## config.mk

```make
export PLATFORM = sky130hd
export DESIGN_NAME = frame_generator
export DESIGN_NICKNAME = d
export VERILOG_FILES = /design/src/rtl/frame_pkg.sv /design/src/rtl/frame_tx_fifo.sv /design/src/rtl/frame_generator.sv
export SDC_FILE = /design/constraint.sdc
export NUM_CORES = 1
export LEC_CHECK = 0
export ABC_AREA = 1
export CAP_MARGIN = 10
export CORE_AREA = 2 2 113 170
export DETAILED_ROUTE_END_ITERATION = 12
export DIE_AREA = 0 0 115 172
export PLACE_DENSITY = 0.63
export SLEW_MARGIN = 5
export SYNTH_ARGS = -nofsm -noshare
export SYNTH_HDL_FRONTEND = slang
export SYNTH_HIERARCHICAL = 1
export SYNTH_SLANG_ARGS = --single-unit
export TNS_END_PERCENT = 5
```

## constraint.sdc

```tcl
create_clock -name clk -period 3.8 [get_ports clk]
set_clock_uncertainty 0.15 [all_clocks]
set_input_delay 0.38 -clock clk [delete_from_list [all_inputs] [get_ports clk]]
set_output_delay 0.38 -clock clk [all_outputs]
set_load 0.05 [all_outputs]
```

## src/rtl/frame_pkg.sv

```systemverilog
// Shared frame definitions for the transmit path and its aligner counterpart.
// Holds the frame state encoding, the header byte constants and the
// default payload length, plus a helper that selects a header byte.
package frame_pkg;

  typedef enum logic [1:0] {
    TX_IDLE = 2'd0,
    TX_HLSB = 2'd1,
    TX_HMSB = 2'd2,
    TX_DATA = 2'd3
  } tx_state_e;

  localparam logic [7:0] HDR_A_LSB = 8'hAA;
  localparam logic [7:0] HDR_A_MSB = 8'hAF;
  localparam logic [7:0] HDR_B_LSB = 8'h55;
  localparam logic [7:0] HDR_B_MSB = 8'hBA;

  localparam int FRAME_PAYLOAD_LEN = 10;

  // Header byte for type A (sel=0) or B (sel=1); msb picks the second byte.
  function automatic logic [7:0] hdr_byte(input logic sel, input logic msb);
    logic [7:0] b;
    case ({sel, msb})
      2'b00:   b = HDR_A_LSB;
      2'b01:   b = HDR_A_MSB;
      2'b10:   b = HDR_B_LSB;
      default: b = HDR_B_MSB;
    endcase
    return b;
  endfunction

endpackage

```

## src/rtl/frame_tx_fifo.sv

```systemverilog
// Synchronous byte FIFO buffering payload ahead of the frame generator.
// Ports:
//   clk, reset    clock, asynchronous active-high reset (empties the FIFO)
//   push_i/wdata_i write strobe and data; ignored while full
//   pop_i/rdata_o  read strobe; rdata_o shows the head entry combinationally
//   count_o        registered occupancy, 0..DEPTH
//   full_o/empty_o derived from the registered count
module frame_tx_fifo #(
  parameter int DEPTH = 16,
  parameter int W     = 8
) (
  input  logic                       clk,
  input  logic                       reset,
  input  logic                       push_i,
  input  logic [W-1:0]               wdata_i,
  input  logic                       pop_i,
  output logic [W-1:0]               rdata_o,
  output logic [$clog2(DEPTH+1)-1:0] count_o,
  output logic                       full_o,
  output logic                       empty_o
);

  localparam int AW = $clog2(DEPTH);
  localparam int CW = $clog2(DEPTH+1);

  logic [W-1:0]  mem_q [DEPTH];
  logic [AW-1:0] wr_q, rd_q;
  logic [CW-1:0] count_q, count_d;
  logic          do_push, do_pop;

  assign full_o  = (count_q == CW'(DEPTH));
  assign empty_o = (count_q == '0);
  assign do_push = push_i & ~full_o;
  assign do_pop  = pop_i & ~empty_o;
  assign rdata_o = mem_q[rd_q];
  assign count_o = count_q;

  always_comb begin
    count_d = count_q;
    case ({do_push, do_pop})
      2'b10:   count_d = count_q + CW'(1);
      2'b01:   count_d = count_q - CW'(1);
      default: count_d = count_q;
    endcase
  end

  // Pointers wrap naturally because DEPTH is a power of two.
  always_ff @(posedge clk or posedge reset) begin
    if (reset) begin
      wr_q    <= '0;
      rd_q    <= '0;
      count_q <= '0;
    end else begin
      if (do_push) wr_q <= wr_q + AW'(1);
      if (do_pop)  rd_q <= rd_q + AW'(1);
      count_q <= count_d;
    end
  end

  // Storage needs no reset: entries are only read after being written.
  always_ff @(posedge clk) begin
    if (do_push) mem_q[wr_q] <= wdata_i;
  end

endmodule

```

## src/rtl/frame_generator.sv

```systemverilog
// Transmit framer: buffers payload bytes and emits one byte per clock as
// [hdr LSB][hdr MSB][PAYLOAD_LEN payload bytes], IDLE_BYTE between frames.
// Ports:
//   clk, reset         clock, asynchronous active-high reset
//   enable             frames may start; clearing it lets the current frame end
//   hdr_sel            0 = type A header, 1 = type B (sampled at frame start)
//   corrupt_hdr        invert the MSB header byte (sampled at frame start)
//   s_data/s_valid/s_ready  upstream payload handshake
//   tx_data            registered byte stream
//   tx_sof             high while tx_data carries the LSB header byte
//   tx_byte_pos        0/1 header, 2..PAYLOAD_LEN+1 payload, 0 when idle
//   frames_sent        completed frame counter, wraps
module frame_generator
  import frame_pkg::*;
#(
  parameter int         PAYLOAD_LEN = FRAME_PAYLOAD_LEN,
  parameter int         FIFO_DEPTH  = 16,
  parameter logic [7:0] IDLE_BYTE   = 8'h00
) (
  input  logic        clk,
  input  logic        reset,
  input  logic        enable,
  input  logic        hdr_sel,
  input  logic        corrupt_hdr,
  input  logic [7:0]  s_data,
  input  logic        s_valid,
  output logic        s_ready,
  output logic [7:0]  tx_data,
  output logic        tx_sof,
  output logic [3:0]  tx_byte_pos,
  output logic [15:0] frames_sent
);

  localparam int CW = $clog2(FIFO_DEPTH+1);

  // An idle byte that looks like a header LSB would fake frame starts downstream.
  if (IDLE_BYTE == HDR_A_LSB || IDLE_BYTE == HDR_B_LSB) begin : g_bad_idle
    $error("frame_generator: IDLE_BYTE must not equal a header LSB byte");
  end
  if ((FIFO_DEPTH & (FIFO_DEPTH-1)) != 0 || FIFO_DEPTH < PAYLOAD_LEN) begin : g_bad_depth
    $error("frame_generator: FIFO_DEPTH must be a power of two >= PAYLOAD_LEN");
  end
  if (PAYLOAD_LEN < 1 || PAYLOAD_LEN > 14) begin : g_bad_len
    $error("frame_generator: PAYLOAD_LEN must fit the 4-bit byte position");
  end

  tx_state_e     state_q, state_d;
  logic          hsel_q, hsel_d, corr_q, corr_d;
  logic [3:0]    pay_q, pay_d;
  logic [7:0]    data_q, data_d;
  logic          sof_q, sof_d;
  logic [3:0]    pos_q, pos_d;
  logic [15:0]   fs_q, fs_d;

  logic          fifo_pop, fifo_full, fifo_empty, enough;
  logic [7:0]    fifo_rdata;
  logic [CW-1:0] fifo_count;

  frame_tx_fifo #(.DEPTH(FIFO_DEPTH), .W(8)) u_fifo (
    .clk     (clk),
    .reset   (reset),
    .push_i  (s_valid & ~fifo_full),
    .wdata_i (s_data),
    .pop_i   (fifo_pop),
    .rdata_o (fifo_rdata),
    .count_o (fifo_count),
    .full_o  (fifo_full),
    .empty_o (fifo_empty)
  );

  // Only start a frame with a whole payload buffered, so DATA never underruns.
  assign enough = (fifo_count >= CW'(PAYLOAD_LEN));

  // The state names what tx_data will carry; outputs are computed for state_d
  // and registered alongside it.
  always_comb begin
    state_d  = state_q;
    hsel_d   = hsel_q;
    corr_d   = corr_q;
    pay_d    = pay_q;
    fs_d     = fs_q;
    data_d   = IDLE_BYTE;
    sof_d    = 1'b0;
    pos_d    = 4'd0;
    fifo_pop = 1'b0;

    case (state_q)
      TX_IDLE: begin
        if (enable && enough) begin
          state_d = TX_HLSB;
          hsel_d  = hdr_sel;
          corr_d  = corrupt_hdr;
        end
      end
      TX_HLSB: state_d = TX_HMSB;
      TX_HMSB: begin
        state_d = TX_DATA;
        pay_d   = 4'd0;
      end
      TX_DATA: begin
        if (pay_q == 4'(PAYLOAD_LEN-1)) begin
          fs_d = fs_q + 16'd1;
          // Back-to-back frame: no idle byte, headers re-latched.
          if (enable && enough) begin
            state_d = TX_HLSB;
            hsel_d  = hdr_sel;
            corr_d  = corrupt_hdr;
          end else begin
            state_d = TX_IDLE;
          end
        end else begin
          pay_d = pay_q + 4'd1;
        end
      end
      default: state_d = TX_IDLE;
    endcase

    case (state_d)
      TX_HLSB: begin
        data_d = hdr_byte(hsel_d, 1'b0);
        sof_d  = 1'b1;
      end
      TX_HMSB: begin
        data_d = hdr_byte(hsel_d, 1'b1) ^ {8{corr_d}};
        pos_d  = 4'd1;
      end
      TX_DATA: begin
        fifo_pop = ~fifo_empty;
        data_d   = fifo_rdata;
        pos_d    = 4'd2 + pay_d;
      end
      default: ;
    endcase
  end

  always_ff @(posedge clk or posedge reset) begin
    if (reset) begin
      state_q <= TX_IDLE;
      hsel_q  <= 1'b0;
      corr_q  <= 1'b0;
      pay_q   <= 4'd0;
      data_q  <= IDLE_BYTE;
      sof_q   <= 1'b0;
      pos_q   <= 4'd0;
      fs_q    <= 16'd0;
    end else begin
      state_q <= state_d;
      hsel_q  <= hsel_d;
      corr_q  <= corr_d;
      pay_q   <= pay_d;
      data_q  <= data_d;
      sof_q   <= sof_d;
      pos_q   <= pos_d;
      fs_q    <= fs_d;
    end
  end

  assign s_ready     = ~fifo_full;
  assign tx_data     = data_q;
  assign tx_sof      = sof_q;
  assign tx_byte_pos = pos_q;
  assign frames_sent = fs_q;

endmodule

```

# After elaboration in Yosys (flattened, before gate mapping)

Memories as Yosys holds them, arrays and structs flattened.
Cells that the tools add are included.

Register bits: 50
RAM bits: 128
Output and inout port bits: 30
Memories: 1

Memories:

| memory       | depth | width | read ports | clocked after Yosys merged registers in | wr ports | line                | RTL |
|---|---|---|---|---|---|---|---|
| u_fifo.mem_q | 16    | 8     | 1          | 0                                       | 1        | frame_tx_fifo.sv:26 | `logic [W-1:0] mem_q [DEPTH];` |

Add/sub/neg operators: 7
$lt $le $gt $ge: 1
Equality and inequality tests: 10
Multiplexer cells: 22
Bitwise logic cells: 7
Reduce and logical (&&, ||, !) cells: 5

Operators by type and width:

| kind                                                                  | number |
|---|---|
| 8-bit one-hot mux with 3 select lines                                 | 1 |
| 16-bit by 1-bit adder with 16-bit output, second input constant       | 1 |
| 4-bit one-hot mux with 2 select lines                                 | 2 |
| 8-bit one-hot mux with 2 select lines                                 | 1 |
| 4-bit by 1-bit adder with 4-bit output, second input constant         | 3 |
| 2-bit == test, second input constant                                  | 5 |
| 5-bit one-hot mux with 2 select lines                                 | 1 |
| 1-bit two-way mux                                                     | 9 |
| 8-bit two-way mux                                                     | 1 |
| 2-bit one-hot mux with 4 select lines                                 | 1 |
| 8-bit XOR                                                             | 1 |
| 2-bit by 1-bit == test with 1-bit output, second input constant       | 3 |
| 5-bit by 1-bit adder with 5-bit output, second input constant         | 1 |
| 5-bit == test, second input constant                                  | 1 |
| 5-bit by 4-bit >= comparator with 1-bit output, second input constant | 1 |
| 5-bit logical NOT                                                     | 1 |
| 5-bit two-way mux                                                     | 1 |
| 5-bit by 1-bit subtractor with 5-bit output, second input constant    | 1 |
| 2-bit by 4-bit adder with 4-bit output, first input constant          | 1 |
| 4-bit == test, second input constant                                  | 1 |
| 2-bit two-way mux                                                     | 2 |
| 4-bit two-way mux                                                     | 1 |
| 1-bit one-hot mux with 2 select lines                                 | 2 |
| 1-bit AND                                                             | 3 |
| 5 further kinds                                                       | 7 |

# Depth between registers and ports, before layout

Gate-level depths: netlist of run 1.

Depth in word-level cells: 10
Mapped depth: 20
Gate-level depth less buffers: 20

# Cells and area by module

Netlist of run 1, hierarchy kept.

By module, submodules not included:

| module          | times used | cells each | area each (um2) |
|---|---|---|---|
| frame_tx_fifo   | 1          | 621        | 6227.2 |
| frame_generator | 1          | 208        | 1933.1 |

# Worst setup path before layout of run 1

OpenSTA, ideal clock, no wires.

Path kind: register -> register
Start: register state_q[1]
End: register u_fifo.count_q[4], in the netlist u_fifo/count_o[4]
Library setup time: 0.117 ns
Arrival: 2.526 ns
Data required time: 3.533 ns
Path slack: 1.007 ns
Stages on the path, launching flop included: 18
Path buffers: 0
Period minus slack after synthesis: 2.793 ns
Path through: dfrtp_1 ha_1 nand4_4 nand2_2 nand3_4 nand3_4 nand2_4 nor2_1 nand2_1 inv_1 ha_1 fa_1 nand2_1 nand3_1 nand3_1 nand2_1 nand2_1 nand2_1

Cells in the longest elaborated chain, start to end: 7
Elaborated cells between the ends (all ways): 14
Classes of those cells: eq/ne: 6; mux: 5; bitwise: 1; reduce/logical: 2

RTL lines:

| item                                                                        | line                   | RTL |
|---|---|---|
| from (decl)                                                                 | frame_generator.sv:47  | `tx_state_e state_q, state_d;` |
| from (signal assigned)                                                      | frame_generator.sv:147 | `state_q <= state_d;` |
| 2-bit == test (tied with other cells)                                       | frame_generator.sv:87  | `case (state_q)` |
| 2-bit one-hot mux with 4 select lines (*)                                   | frame_generator.sv:87  |  |
| named net state_d[0]                                                        | frame_generator.sv:47  |  |
| 2-bit == test (*)                                                           | frame_generator.sv:118 | `case (state_d)` |
| 1-bit two-way mux (*)                                                       | frame_generator.sv:118 |  |
| named net fifo_pop                                                          | frame_generator.sv:55  | `logic fifo_pop, fifo_full, fifo_empty, enough;` |
| 1-bit AND (*)                                                               | frame_tx_fifo.sv:34    | `assign do_pop = pop_i & ~empty_o;` |
| named net u_fifo.do_pop                                                     | frame_tx_fifo.sv:29    | `logic do_push, do_pop;` |
| 2-bit by 1-bit == test with 1-bit output or 2-bit == test (tied branches)   | frame_tx_fifo.sv:40    | `case ({do_push, do_pop})` |
| 5-bit one-hot mux with 2 select lines or 2-bit nonzero test (tied branches) | n/a                    |  |
| to (signal assigned)                                                        | frame_tx_fifo.sv:56    | `count_q <= count_d;` |
| to (decl)                                                                   | frame_tx_fifo.sv:28    | `logic [CW-1:0] count_q, count_d;` |

The timed path passes the listed nets; every way through them passes the cells marked *.
A chain may end at the register's enable or synchronous reset.

# Final worst setup path of run 1

Ends and elaborated chain as after synthesis.

==> results_dict.tcl, run 1 <==
set metrics [dict create \
    arrival_ns 3.35 \
    yosysWarnings 6 \
    cts_buffer_depth 2 \
    synth_area_leaders "edfxtp_1, dfrtp_1, nand2_1, inv_1, nand3_1" \
    synth_nets 861 \
    clkSinkCount 178 \
    maxSlewHeadroom 0.397 \
    syn_area_um2 8160 \
    grt_pass1_wl_um 27300 \
    diodes 0 \
    hpwl_um 11500 \
    worst_slew_pin_slew_ns 0.901 \
    setup_violations 0 \
    first_pass_iters 5 \
    area_growth_pct 15.4 \
    ys_seq_area_frac 0.624 \
    die_w_um 115 \
    dieArea_um2 19800 \
    path_clk_slew_ns 0.07 \
    fin_setup_tns_ns 0 \
    syn-instance-count 829 \
    overflow 0 \
    initial_utilization 0.445 \
    row_count 61 \
    drv_cap 0 \
    drt_first_iter_violations 486 \
    place_congestion 0.831 \
    slowest_delay_ns 0.46 \
    endpoint_kind "flip-flop" \
    port_buffers 43 \
    synth_edf_count 128 \
    ir_drop_mv 0.309 \
    synth_cell_types 33 \
    dp_slack_ns 0.612 \
    io_pins 44 \
    insertion_delay_ns 0.42 \
    grt_pass1_vias 5391 \
    cp_cell_sequence "ha_1 -> nand4_4 -> nand2_2 -> nand3_4 -> nand3_4 -> nand2_4 -> nor2_1 -> nand2_1 -> inv_1 -> ha_1 -> ha_1 -> nand2_1 -> nand3_1 -> nand3_1 -> nand2_1 -> nand2_1 -> nand2_1" \
    grt_setup_unrepaired "no" \
    wl_per_cell_um 15.3 \
    synth.top_cell.area_share 0.471 \
    crit_top_cell "nand2_1" \
    synth_top_area_cell "edfxtp_1" \
    cts_root_buf "clkbuf_16" \
    worstPathBufferInverterCount 1 \
    yosys_most_used_dff "edfxtp_1" \
    start_kind "flip-flop" \
    final_cell_area_um2 9420 \
    hp-class "reg -> reg" \
    utilization 0.514 \
    ant_nets 0 \
    drive_above_1_share 0.0788 \
    status "completed" \
    cts_tree "yes" \
    path_class "reg -> reg" \
    route.detailed.drc 0 \
    required_ns 3.97 \
    vias 5511 \
    total_leakage_power_uw 0.00411 \
    vias_per_cell 4.97 \
    synth.most_common_cell "nand2_1" \
    hold_viol_final 0 \
    nets 907 \
    final.setup.worst_slack_ns 0.623 \
    finalCriticalPeriod_ns 3.18 \
    crit_family "simple AND/OR/NAND/NOR gates" \
    post-cts-setup-buffers 0 \
    die_h_um 172 \
    max_freq_mhz 315 \
    final_max_slew_viol_count 0 \
    grt_max_degree 82 \
    track_usage 0.182 \
    yosys_register_bits 178 \
    crit_slowest_cell "dfrtp_1" \
    holdWs_ns 0.324 \
    period_share 0.836 \
    h-tree-depth 4 \
    p_per_area_nw_per_um2 735 \
    crit_fanout 9 \
    async_flop_share 0.281 \
    antenna_found_initial 0 \
    wirelength_um 17000 \
    coreArea_um2 18300 \
    yosys-top-cells-count "nand2_1, edfxtp_1, inv_1, nor2_1, nand3_1" \
    avgSynthCellArea_um2 9.84 \
    dpl_cell_area_um2 8790 \
    cts_inserted_buffers 17 \
]
## kinds of logic (layout without fill, tap and decap cells)
group	after synthesis	after routing	synth area share
xor gates and xnor gates	24	24	0.0258
AOI/OAI and AO/OA	23	23	0.0144
adders and majority gates	18	18	0.0285
buffers and inverters	118	177	0.0583
and+or+nand+nor	468	468	0.249
DFF	178	178	0.624
## path summary, 6_finish.rpt
check                                startpoint           endpoint  slack [ns]  cells past startpoint
worst max-delay path                 state_q[1]  u_fifo/count_o[4]        0.62                     17
worst min-delay path            frames_sent[15]    frames_sent[15]        0.32                      1
worst max register to register       state_q[1]  u_fifo/count_o[4]        0.62                     17
worst min register to register  frames_sent[15]    frames_sent[15]        0.32                      1
max in group asynchronous                 reset         tx_data[7]        2.31                      4
min in group asynchronous                 reset             hsel_q        0.57                      3
## layer usage
layer  vias to the layer above  track usage  part of all wire
met5                         -            0                 0
met4                         0       0.0838             0.035
met3                        32       0.0301             0.032
met2                       127        0.331              0.53
met1                      2612        0.207              0.40
li1                       2740            -                 -
## metrics by stage
stage | cells | total power [uW]
4_1_cts | 1108 | 6980
2_1_floorplan | 829 | 4480
5_1_grt | 1108 | 7390
6_report | 1108 | 6920
3_3_place_gp | 1075 | 5170
3_5_place_dp | 1075 | 5210
## flip-flops by register name (all words and copies together) (netlist names)
name and flops:
frames_sent 16, state_q 2, u_fifo/mem_q 128, u_fifo/wr_q 4
tx_byte_pos 4, tx_data 8, hsel_q 1, tx_sof 1
corr_q 1, u_fifo/rd_q 4, u_fifo/count_o 5, pay_q 4
## where the power goes
part           internal, uW  switching (uW)  leakage, uW
Sequential             2370             175      0.00181
Clock                   948             818     0.000296
Combinational           779            1830      0.00200
Total                  4100            2820      0.00411
## final cells by class
cell class,instances,area (um2)
inverters,97,364
well taps,220,275
clock buffers,17,425
multi-input cells,533,2590
flip-flops and latches,178,5100
repair buffers,48,470
fillers,1618,8900
clock inverters,15,194
## layout by cell type (no fill, tap or decap), types with 4 or more instances in the layout
cell type / netlist / layout
o21ai_0: 11 / 11
nand2_1: 291 / 291
clkinv_8: 0 / 5
nand4_1: 6 / 6
nor2_1: 81 / 81
xor2_1: 13 / 13
dfrtp_1: 50 / 49
buf_4: 2 / 4
clkbuf_16: 0 / 17
inv_2: 7 / 7
nor2_2: 6 / 6
xnor2_1: 11 / 11
clkdlybuf4s50_1: 0 / 43
edfxtp_1: 128 / 128
nand3_1: 63 / 63
ha_1: 17 / 17
inv_1: 90 / 90
a21oi_1: 10 / 10
nor2_4: 5 / 5
## timing repair
| action | CTS | global route |
|---|---|---|
| gates resized for setup | 0 | 0 |
| endpoints found under the setup margin | 0 | 0 |
| hold buffers | 1 | 0 |
| hold endpoints to repair | 2 | 0 |
Power figures use the tool's default switching activity.
==> run 2: changes to the inputs <==
Clock period 3.8 ns to 3.23 ns, I/O delays scaled along.
==> run 2 against run 1 <==
Sequential share of layout area is 0.86 points lower. Sequential power is 17% higher. Maximum frequency is 6.9% higher. Final cell count is 1.6% higher. Register-to-register slack worse by 0.37 ns. Core utilization is 0.83 points higher. First-iteration DRC count is 7.4% higher. Combinational power is 22% higher. Sequential cell count stayed put. Critical path depth is 2 higher. Clock power is 16% higher. Largest cell class unchanged.
==> results_dict.tcl, run 2 (synthesis results as in run 1) <==
set metrics [dict create \
    period_share 0.920 \
    max_freq_mhz 336 \
    antenna_found_initial 0 \
    grt_pass1_vias 5411 \
    drv_cap 0 \
    overflow 0 \
    power_frac_seq 0.363 \
    hp-class "in -> async" \
    nets 925 \
    p_sw_frac 0.394 \
    die_w_um 115 \
    hpwl_um 11400 \
    die_h_um 172 \
    hold_viol_final 0 \
    power.switching_uw 3240 \
    endpoint_kind "flip-flop" \
    first_pass_iters 5 \
    final_common_cell "nand2_1" \
    io_pins 44 \
    status "completed" \
    cts_tree "yes" \
    diodes 0 \
    cts_buffer_depth 2 \
    port_buffers 43 \
    finalCriticalPeriod_ns 2.97 \
    arrival_ns 3.14 \
    grt_max_degree 82 \
    maxSlewHeadroom 0.514 \
    initial_utilization 0.445 \
    route.detailed.drc 0 \
    track_usage 0.185 \
    grt_pass1_wl_um 27600 \
    cts_root_buf "clkbuf_16" \
    vias 5466 \
    crit_fanout 8 \
    start_kind "flip-flop" \
    area_growth_pct 17.2 \
    p_clk_frac 0.251 \
    fin_setup_tns_ns 0 \
    ir_drop_mv 0.362 \
    p_comb_frac 0.386 \
    worst_slew_pin_slew_ns 0.726 \
    vias_per_cell 4.85 \
    h-tree-depth 4 \
    insertion_delay_ns 0.42 \
    path_class "reg -> reg" \
    path_clk_slew_ns 0.06 \
    required_ns 3.39 \
    top_register "u_fifo/mem_q" \
    grt_setup_unrepaired "no" \
    wirelength_um 17200 \
    clkSinkCount 178 \
    final_cell_mix "nand2_1, edfxtp_1, inv_1" \
    setup_violations 0 \
    coreArea_um2 18300 \
    cts_inserted_buffers 17 \
    utilization 0.522 \
    place_congestion 0.839 \
    drt_first_iter_violations 522 \
    row_count 61 \
    largest_register_ffs 128 \
    drive_above_1_share 0.102 \
    p_per_area_nw_per_um2 860 \
    wl_per_cell_um 15.2 \
    total_leakage_power_uw 0.00421 \
    ant_nets 0 \
    power.internal_uw 4990 \
    dieArea_um2 19800 \
    final_max_slew_viol_count 0 \
]
run 2: critical path, stage by stage (launching register included):
cell	delay, ns
dfrtp_1	0.41
inv_1	0.07
ha_1	0.21
nand3_1	0.16
nand2_2	0.13
nand2_1	0.08
nand2_1	0.10
nand3_4	0.12
nand2_4	0.14
nor2_1	0.06
nand2_2	0.12
inv_1	0.09
ha_2	0.23
fa_1	0.40
nand2_1	0.10
nand3_1	0.09
nand3_1	0.07
nand2_1	0.05
nand2_1	0.05
nand2_1	0.04
run 2: power groups by stage:
| stage | registers, uW | logic, uW | clock network, uW |
|---|---|---|---|
| 6_report | 2990 | 3180 | 2060 |
| 3_5_place_dp | 3030 | 3170 | 0 |
| 5_1_grt | 3020 | 3570 | 2200 |
| 2_1_floorplan | 3200 | 2070 | 0 |
| 3_3_place_gp | 3030 | 3130 | 0 |
| 4_1_cts | 2990 | 3190 | 2100 |
run 2: layer usage:
layer,vias to the layer above,routed length (um),part of all wire,track usage
met5,-,0,0,0
met2,111,9350,0.54,0.347
met3,24,534,0.031,0.0301
met4,0,415,0.024,0.0718
li1,2774,-,-,-
met1,2557,6870,0.40,0.206
run 2: metrics by stage:
| stage | instance area (um2) | std cells | worst slack [ns] | hold WS [ns] | total power, uW |
|---|---|---|---|---|---|
| 2_1_floorplan | 8160 | 829 | 0.437 | 0.0500 | 5270 |
| 3_3_place_gp | 8950 | 1094 | 0.225 | 0.311 | 6160 |
| 3_5_place_dp | 8950 | 1094 | 0.144 | 0.316 | 6200 |
| 4_1_cts | 9560 | 1126 | 0.115 | 0.0634 | 8280 |
| 5_1_grt | 9570 | 1126 | 0.00107 | 0.105 | 8800 |
| 6_report | 9570 | 1126 | 0.257 | 0.0605 | 8230 |
run 2: timing repair:
action                                  in CTS  in global routing
hold buffers                                 0                  0
endpoints found under the setup margin       0                  3
resized for setup                            0                  4
buffers inserted                             0                  0
run 2: path summary, 6_finish.rpt:
kind	start	end	slack, ns	depth (start not counted)
max	pay_q[1]	u_fifo/count_o[4]	0.26	19
min	reset	pay_q[2]	0.06	2
max reg2reg	pay_q[1]	u_fifo/count_o[4]	0.26	19
min reg2reg	frames_sent[15]	frames_sent[15]	0.32	1
max in group asynchronous	reset	frames_sent[10]	2.17	3
min in group clk	frames_sent[15]	frames_sent[15]	0.32	1
run 2: area by class of cell:
class	instances	area, um2
sequential	178	5100
clock inverter	11	110
inverter	97	364
tap	220	275
clock buffer	21	493
multi-input combinational	533	2600
fill	1627	8750
timing repair buffer	66	628
